--- src/rtl/shift_right_seq_if.sv ---
// Handshake and data bundle for the sequential right-shift unit.
// The master drives start/operands and the slave returns the result and status.
interface shift_right_seq_if #(
    parameter int unsigned N = 8
);
    localparam int unsigned AW = $clog2(N + 1);

    logic          start_i;
    logic [N-1:0]  data_i;
    logic [AW-1:0] amount_i;
    logic          arith_i;
    logic [N-1:0]  data_o;
    logic          carry_o;
    logic          busy_o;
    logic          done_o;

    modport master (
        output start_i, data_i, amount_i, arith_i,
        input  data_o, carry_o, busy_o, done_o
    );

    modport slave (
        input  start_i, data_i, amount_i, arith_i,
        output data_o, carry_o, busy_o, done_o
    );
endinterface

--- src/rtl/shift_right_seq.sv ---
// Sequential right-shift unit: loads a word, then shifts it right one bit per
// clock (logical or arithmetic) for a clamped count, with start/busy/done
// handshake and a carry-out holding the last bit shifted out of bit 0.
module shift_right_seq #(
    parameter int unsigned N = 8
) (
    input logic             clk_i,
    input logic             rst_ni,
    shift_right_seq_if.slave bus
);
    localparam int unsigned AW = $clog2(N + 1);

    typedef enum logic [1:0] {StIdle, StShift, StDone} state_e;

    state_e        state_q;
    logic [N-1:0]  data_q;
    logic [AW-1:0] cnt_q;
    logic          carry_q;
    logic          arith_q;
    logic          busy_q;
    logic          done_q;
    logic [AW-1:0] amt_clamped;
    logic          fill;

    // Counts above N would only keep replicating the fill bit, so clamp them to N.
    always_comb begin
        amt_clamped = bus.amount_i;
        if (bus.amount_i > AW'(N)) begin
            amt_clamped = AW'(N);
        end
    end

    // Bit entering at the MSB: sign copy for arithmetic, zero for logical.
    always_comb begin
        fill = arith_q ? data_q[N-1] : 1'b0;
    end

    // Control FSM and datapath; busy/done are registered decodes of the next state.
    always_ff @(posedge clk_i or negedge rst_ni) begin
        if (!rst_ni) begin
            state_q <= StIdle;
            data_q  <= '0;
            cnt_q   <= '0;
            carry_q <= 1'b0;
            arith_q <= 1'b0;
            busy_q  <= 1'b0;
            done_q  <= 1'b0;
        end else begin
            unique case (state_q)
                StIdle, StDone: begin
                    if (bus.start_i) begin
                        data_q  <= bus.data_i;
                        carry_q <= 1'b0;
                        cnt_q   <= amt_clamped;
                        arith_q <= bus.arith_i;
                        if (amt_clamped != '0) begin
                            state_q <= StShift;
                            busy_q  <= 1'b1;
                            done_q  <= 1'b0;
                        end else begin
                            state_q <= StDone;
                            busy_q  <= 1'b0;
                            done_q  <= 1'b1;
                        end
                    end else begin
                        state_q <= StIdle;
                        busy_q  <= 1'b0;
                        done_q  <= 1'b0;
                    end
                end
                StShift: begin
                    // start_i is deliberately ignored while shifting.
                    data_q  <= {fill, data_q[N-1:1]};
                    carry_q <= data_q[0];
                    cnt_q   <= cnt_q - AW'(1);
                    if (cnt_q == AW'(1)) begin
                        state_q <= StDone;
                        busy_q  <= 1'b0;
                        done_q  <= 1'b1;
                    end
                end
                default: begin
                    state_q <= StIdle;
                    busy_q  <= 1'b0;
                    done_q  <= 1'b0;
                end
            endcase
        end
    end

    assign bus.data_o  = data_q;
    assign bus.carry_o = carry_q;
    assign bus.busy_o  = busy_q;
    assign bus.done_o  = done_q;
endmodule

--- src/flat_wrapper.sv ---
// flat-port wrapper written by rule: the top's interface ports become plain ports
module shift_right_seq_flat 
#(
    parameter int unsigned N = 8
)
  (clk_i, rst_ni, bus_start_i, bus_data_i, bus_amount_i, bus_arith_i, bus_data_o, bus_carry_o, bus_busy_o, bus_done_o);
  shift_right_seq_if #(.N(N)) bus_i ();
  input logic clk_i;
  input logic rst_ni;
  input wire logic [$bits(bus_i.start_i)-1:0] bus_start_i;
  input wire logic [$bits(bus_i.data_i)-1:0] bus_data_i;
  input wire logic [$bits(bus_i.amount_i)-1:0] bus_amount_i;
  input wire logic [$bits(bus_i.arith_i)-1:0] bus_arith_i;
  output wire logic [$bits(bus_i.data_o)-1:0] bus_data_o;
  output wire logic [$bits(bus_i.carry_o)-1:0] bus_carry_o;
  output wire logic [$bits(bus_i.busy_o)-1:0] bus_busy_o;
  output wire logic [$bits(bus_i.done_o)-1:0] bus_done_o;
  assign bus_i.start_i = bus_start_i;
  assign bus_i.data_i = bus_data_i;
  assign bus_i.amount_i = bus_amount_i;
  assign bus_i.arith_i = bus_arith_i;
  assign bus_data_o = bus_i.data_o;
  assign bus_carry_o = bus_i.carry_o;
  assign bus_busy_o = bus_i.busy_o;
  assign bus_done_o = bus_i.done_o;
  shift_right_seq #(.N(N)) u_core (.clk_i(clk_i), .rst_ni(rst_ni), .bus(bus_i));
endmodule
--- config.mk ---
export PLATFORM = sky130hd
export DESIGN_NAME = shift_right_seq_flat
export DESIGN_NICKNAME = d
export VERILOG_FILES = /design/src/rtl/shift_right_seq_if.sv /design/src/rtl/shift_right_seq.sv /design/src/flat_wrapper.sv
export SDC_FILE = /design/constraint.sdc
export NUM_CORES = 1
export LEC_CHECK = 0
export CAP_MARGIN = 20
export CORE_AREA = 5 5 48 50
export DETAILED_ROUTE_END_ITERATION = 8
export DIE_AREA = 0 0 53 55
export PLACE_DENSITY = 0.86
export SYNTH_ARGS = -nofsm -noshare
export SYNTH_HDL_FRONTEND = slang
export SYNTH_SLANG_ARGS = --single-unit
--- constraint.sdc ---
create_clock -name clk_i -period 3.63 [get_ports clk_i]
set_input_delay 1.089 -clock clk_i [delete_from_list [all_inputs] [get_ports clk_i]]
set_output_delay 1.089 -clock clk_i [all_outputs]
set_load 0.01 [all_outputs]
==> reports/metrics.csv, run 1 <==
stage;metric;value;unit
run_status;status;complete, no violations;
synth;ys_types;25;
drt;wl;1940;microns
clock_network;cts-buffers-inserted;3;
synth;async_flop_share;1.00;
clock_network;root_buffer;clkbuf_4;
sta;finalCriticalPeriod;2.31;ns
placed_design;dpl_cell_area;1080;sq um
layout;ff_latch_area;425;sq um
drt;drc;0;
grt;grt_pass1_wl;3050;microns
pwr;peakVddDrop;511;uV
clock_network;cts_setup_buffers;0;
sta;setup_viol;0;
floorplanning;die_width;53;microns
min_path;hold_class;flop to flop;
grt;antenna_found_initial;0;
sta;fin_crit_sh;0.636;
synth;synth-seq-area-share;0.520;
layout;final_cell_area;1120;sq um
worst_setup_path;cp_num_buf_inv;1;
floorplanning;dieHeight;55;microns
sta;timing.fmax;433;MHz
synth;synth-warning-count;0;
floorplanning;io_pins;27;
worst_setup_path;cp_data_arrival_time;1.22;ns
layout;drive_gt1_frac;0.0631;
layout;n_fill_cell;169;
synth;postSynthNetCount;102;
worst_setup_path;crit_path_end_kind;output pin;
grt;gr-total-overflow;0;
clock_network;clock_latency;0.28;ns
synth;synth_area;818;sq um
clock_network;cts_tree;done;
placed_design;place_congestion;0.818;
job;drv_cap;0;
layout;layout.nets;130;
drt;dr.pass1.iters;4;
synth;ys.flop_type;dfrtp_1;
worst_setup_path;cp_slowest_stage_delay;0.55;ns
placed_design;dp_hpwl;1400;microns
layout;syn_to_final_growth;36.7;%
sta;hold_slack;0.501;ns
sta;tns;0;ns
floorplanning;core;1860;sq um
drt;via_count;725;
worst_setup_path;critPathSlowestCell;clkdlybuf4s50_1;
floorplanning;start_util;0.440;
worst_setup_path;start_kind;flop;
drt;wl_per_cell;14.0;microns
sta;relSlewSlack;0.483;
clock_network;clk_pin_slew;0.10;ns
sta;rsz0062_at_grt;no;
sta;finClkSkew;0.00985;ns
pwr;p_per_area;820;nW/um^2
clock_network;cts_num_sinks;17;
placed_design;io_buffers;26;
sta;maxSlewViolCount;0;
drt;postRouteAntennaNets;0;
grt;grt_max_degree;19;
floorplanning;die_area;2920;sq um
synth;ys_ff_latch;17;
synth;syn_inst;84;
pwr;p_leak;0.467;nW
clock_network;cts_resized;0;
worst_setup_path;worstSetupPathType;flop to output pin;
layout;n_antenna_cell;0;
worst_setup_path;critPathMaxFanout;3;
grt;grt_pass1_vias;709;
worst_setup_path;crit_family;buffers and inverters;
drt;vias_per_cell;5.25;
sta;hold_viol;0;
worst_setup_path;critPathRequiredTime;2.54;ns
floorplanning;rows;16;
synth;syn_avg_cell_area;9.74;sq um
drt;drt-initial-drc-count;6;
layout;multi_input_comb_area;349;sq um
clock_network;hold_buffers;0;
sta;worst_pin_slew;0.773;ns
synth;synth_edf_count;0;
clock_network;htreeDepth;1;
grt;track_usage;0.142;
worst_setup_path;cp_cell_sequence;clkdlybuf4s50_1;
clock_network;cts.path.max_buffers;2;
## logic make-up after synthesis
family          after synthesis  share of synthesized area
flops                        17                      0.520
compound gates               17                      0.130
buf+inv                       7                     0.0535
fa+ha+maj                     2                     0.0306
simple gates                 41                      0.266
## where the power goes
group	total [W]	internal, W	leakage (nW)	switching, W
clock	0.0000973	0.0000408	0.0177	0.0000566
sequential	0.000361	0.000284	0.201	0.0000773
combinational	0.000458	0.000232	0.248	0.000226
total	0.000917	0.000557	0.467	0.000360
## per-stage QoR
step	total power, W	utilization	instances	setup WS [ns]
4_1_cts	0.000915	0.597	137	1.31
5_1_grt	0.000998	0.601	138	1.26
6_report	0.000917	0.601	138	1.32
3_3_place_gp	0.000793	0.582	133	1.23
3_5_place_dp	0.000814	0.582	133	1.15
2_1_floorplan	0.000643	-	84	1.76
## registers in the layout (all words and copies together) (netlist names)
name,flops
u_core.bus.carry_o,1
u_core.bus.busy_o,1
u_core.arith_q,1
u_core.bus.done_o,1
u_core.cnt_q,4
u_core.state_q,1
u_core.bus.data_o,8
## synthesized netlist by cell type, types with 2 or more instances
| cell type | n | area, sq um |
|---|---|---|
| a211oi_1 | 2 | 15.0 |
| buf_2 | 2 | 10.0 |
| nor4bb_1 | 2 | 20.0 |
| nor3_1 | 10 | 50.1 |
| o22ai_1 | 8 | 50.1 |
| nand2_1 | 11 | 41.3 |
| inv_1 | 2 | 7.51 |
| ha_1 | 2 | 25.0 |
| a21oi_1 | 2 | 10.0 |
| dfrtp_1 | 17 | 425 |
| o21ai_1 | 3 | 15.0 |
| nor2_1 | 7 | 26.3 |
| nor2b_1 | 2 | 12.5 |
| buf_4 | 2 | 15.0 |
| nand2b_1 | 2 | 12.5 |
## layer usage
| metal | share of wire | vias up | track usage |
|---|---|---|---|
| met1 | 0.45 | 348 | 0.178 |
| li1 | - | 358 | - |
| met2 | 0.49 | 17 | 0.242 |
| met3 | 0.047 | 2 | 0.0402 |
| met4 | 0.0062 | 0 | 0.0340 |
| met5 | 0 | - | 0 |
## layout make-up
| class | instances | share of cell area |
|---|---|---|
| clock buffers | 3 | 0.0201 |
| multi-input cells | 60 | 0.312 |
| repair buffers | 28 | 0.246 |
| flip-flops and latches | 17 | 0.380 |
| clock inverters | 1 | 0.00447 |
| inverters | 2 | 0.00671 |
| well taps | 27 | 0.0302 |
## worst paths after layout
| path | cells past startpoint | startpoint | slack (ns) | end |
|---|---|---|---|---|
| max | 1 | u_core.bus.data_o[7] | 1.32 | bus_data_o[7] |
| min | 2 | u_core.arith_q | 0.50 | u_core.arith_q |
| max reg2reg | 3 | u_core.state_q[0] | 2.22 | u_core.cnt_q[2] |
| min reg2reg | 2 | u_core.arith_q | 0.50 | u_core.arith_q |
| max in group asynchronous | 1 | rst_ni | 1.89 | u_core.bus.data_o[2] |
| min in group asynchronous | 1 | rst_ni | 1.25 | u_core.arith_q |
## cells in the final DEF, fill, tap and decap left out
cell             instances
clkdlybuf4s50_1         26
dfrtp_1                 17
nand2_1                 11
nor3_1                  10
o22ai_1                  8
nor2_1                   7
o21ai_1                  3
clkbuf_4                 3
inv_1                    2
nor2b_1                  2
nand2b_1                 2
nor4bb_1                 2
a211oi_1                 2
a21oi_1                  2
ha_1                     2
buf_4                    2
or3b_1                   1
or4_1                    1
nand3_1                  1
nor3b_1                  1
a32oi_1                  1
nand3b_1                 1
o211ai_1                 1
and3_1                   1
nor4_2                   1
clkinv_2                 1
## worst reg2reg max path: cells and delay by family, from the launching register on
| family | cells | cell delay (ns) |
|---|---|---|
| AOI/OAI and AO/OA | 2 | 0.43 |
| DFF | 1 | 0.45 |
| and+or+nand+nor | 1 | 0.40 |
Note: power is estimated with default switching activity, not from simulation.
==> run 2: changes to the inputs <==
- CORE_AREA: 5 5 48 50 -> 5 5 52 54
- DIE_AREA: 0 0 53 55 -> 0 0 57 59
- PLACE_DENSITY: 0.86 -> 0.78
- clock period: 3.63 -> 2.1 ns (I/O delays scaled with it)
==> run 2 against run 1 <==
Against the previous run: total power increased by 76%; critical path depth unchanged; global-route usage decreased by 1.2 points; cell count is 2.9% higher; hold slack worse by 0.0042 ns; via count is 2.6% higher; non-clock buffer count rose by 3; register-to-register slack got worse by 1.4 ns; clock-buffer cell count increased by 1; critical path type unchanged.
==> reports/metrics.csv, run 2 (synthesis gave the netlist of run 1 again) <==
stage;metric;value;unit
run_status;status;complete, no violations;
worst_setup_path;r2r_end;u_core.cnt_q[3];
sta;finClkSkew;0.00215;ns
min_path;worstHoldStart;u_core.arith_q;
worst_setup_path;cp_slowest_stage_delay;0.55;ns
worst_setup_path;cp_cell_sequence;clkdlybuf4s50_1;
clock_network;clk_pin_slew;0.09;ns
layout;multi_input_comb_area;349;sq um
sta;worst_pin_slew;0.443;ns
clock_network;cts_setup_buffers;0;
worst_setup_path;cp_num_buf_inv;1;
sta;finalCriticalPeriod;1.85;ns
layout;layout_common_cells;clkdlybuf4s50_1, dfrtp_1, nand2_1, nor3_1, o22ai_1;
sta;relSlewSlack;0.704;
worst_setup_path;r2r_cells;4;
pwr;peakVddDrop;625;uV
worst_setup_path;crit_path_end_kind;output pin;
grt;gr-total-overflow;0;
min_path;hold_depth;2;
layout;ff_latch_area;425;sq um
clock_network;cts_num_sinks;17;
layout;n_fill_cell;217;
layout;layout.nets;133;
worst_setup_path;critPathSlowestCell;clkdlybuf4s50_1;
placed_design;dpl_cell_area;1110;sq um
placed_design;place_congestion;0.831;
clock_network;cts.path.max_buffers;2;
pwr;total_power;0.00161;W
sta;maxSlewViolCount;0;
worst_setup_path;cp_data_arrival_time;1.22;ns
worst_setup_path;r2r_start;u_core.state_q[0];
sta;timing.fmax;541;MHz
layout;drive_gt1_frac;0.0789;
grt;track_usage;0.129;
layout;final_cell_area;1140;sq um
worst_setup_path;critPathRequiredTime;1.47;ns
floorplanning;dieHeight;59;microns
placed_design;dpl_worst_slack;0.156;ns
worst_setup_path;critPathMaxFanout;3;
clock_network;htreeDepth;1;
clock_network;root_buffer;clkbuf_4;
layout;syn_to_final_growth;39.4;%
clock_network;cts_resized;0;
drt;drc;0;
grt;grt_pass1_vias;744;
placed_design;dp_hpwl;1460;microns
floorplanning;die_width;57;microns
grt;antenna_found_initial;0;
layout;largest_reg_flops;8;
floorplanning;die_area;3360;sq um
drt;wl;1960;microns
pwr;p_leak;0.478;nW
worst_setup_path;start_kind;flop;
grt;grt_pass1_wl;3330;microns
worst_setup_path;crit_family;buffers and inverters;
sta;rsz0062_at_grt;no;
drt;dr.pass1.iters;4;
clock_network;cts_tree;done;
min_path;worst_hold_path.endpoint;u_core.arith_q;
layout;n_antenna_cell;0;
drt;postRouteAntennaNets;0;
layout;mostFrequentLayoutCell;clkdlybuf4s50_1;
worst_setup_path;r2r_slack;0.79;ns
sta;layout_setup_ws;0.253;ns
sta;hold_viol;0;
placed_design;dpl.cell_count;138;
layout;stdcell_count;142;
clock_network;clock_latency;0.29;ns
floorplanning;core;2170;sq um
floorplanning;io_pins;27;
clock_network;cts-buffers-inserted;3;
floorplanning;start_util;0.377;
job;drv_cap;0;
sta;fin_crit_sh;0.880;
grt;grt_max_degree;19;
worst_setup_path;worstSetupPathType;flop to output pin;
placed_design;io_buffers;26;
min_path;hold_class;flop to flop;
sta;setup_viol;0;
pwr;p_per_area;1410;nW/um^2
sta;tns;0;ns
drt;wl_per_cell;13.8;microns
clock_network;hold_buffers;0;
drt;drt-initial-drc-count;15;
drt;via_count;744;
floorplanning;rows;17;
drt;vias_per_cell;5.24;
run 2: cell types whose count changed in the layout (fill, tap and decap cells not counted), sizes merged:
cell    before  now
buf          2    5
clkbuf       3    4
clkinv       1    0
run 2: worst max-delay path by stage:
stage                               startpoint                 to  slack, ns  cells after the start
after floorplan                bus_amount_i[3]  u_core.bus.busy_o       0.69                      3
after global placement         bus_amount_i[3]  u_core.bus.busy_o       0.20                      4
after detailed placement       bus_amount_i[3]  u_core.state_q[0]       0.16                      4
after CTS                 u_core.bus.data_o[5]      bus_data_o[5]       0.23                      1
after global routing      u_core.bus.data_o[5]      bus_data_o[5]       0.19                      1
final                     u_core.bus.data_o[3]      bus_data_o[3]       0.25                      1
run 2: where the power goes:
group	internal, W	leakage (nW)	switching [W]
Combinational	0.000416	0.261	0.000398
Sequential	0.000491	0.201	0.000135
Clock	0.0000738	0.0150	0.0000988
Total	0.000981	0.478	0.000632
run 2: metrics by stage:
| step | util | hold slack, ns |
|---|---|---|
| 5_1_grt | 0.526 | 0.525 |
| 4_1_cts | 0.526 | 0.500 |
| 3_3_place_gp | 0.514 | 0.459 |
| 6_report | 0.526 | 0.497 |
| 2_1_floorplan | - | 0.334 |
| 3_5_place_dp | 0.514 | 0.478 |
run 2: area by class of cell:
cell class | count | area share
sequential | 17 | 0.373
multi-input combinational | 60 | 0.306
timing repair buffer | 31 | 0.261
clock buffer | 4 | 0.0230
tap | 28 | 0.0307
inverter | 2 | 0.00658
run 2: layer usage:
metal | GRT usage | wire (microns)
met4 | 0.0695 | 40
met2 | 0.201 | 883
met3 | 0.0370 | 149
met1 | 0.163 | 890
met5 | 0 | 0
==> run 3: changes to the inputs <==
- ABC_CLOCK_PERIOD_IN_PS: not set -> 2100
==> results of run 3 <==
Final layout, timing and power as in run 2 (identical DEF).
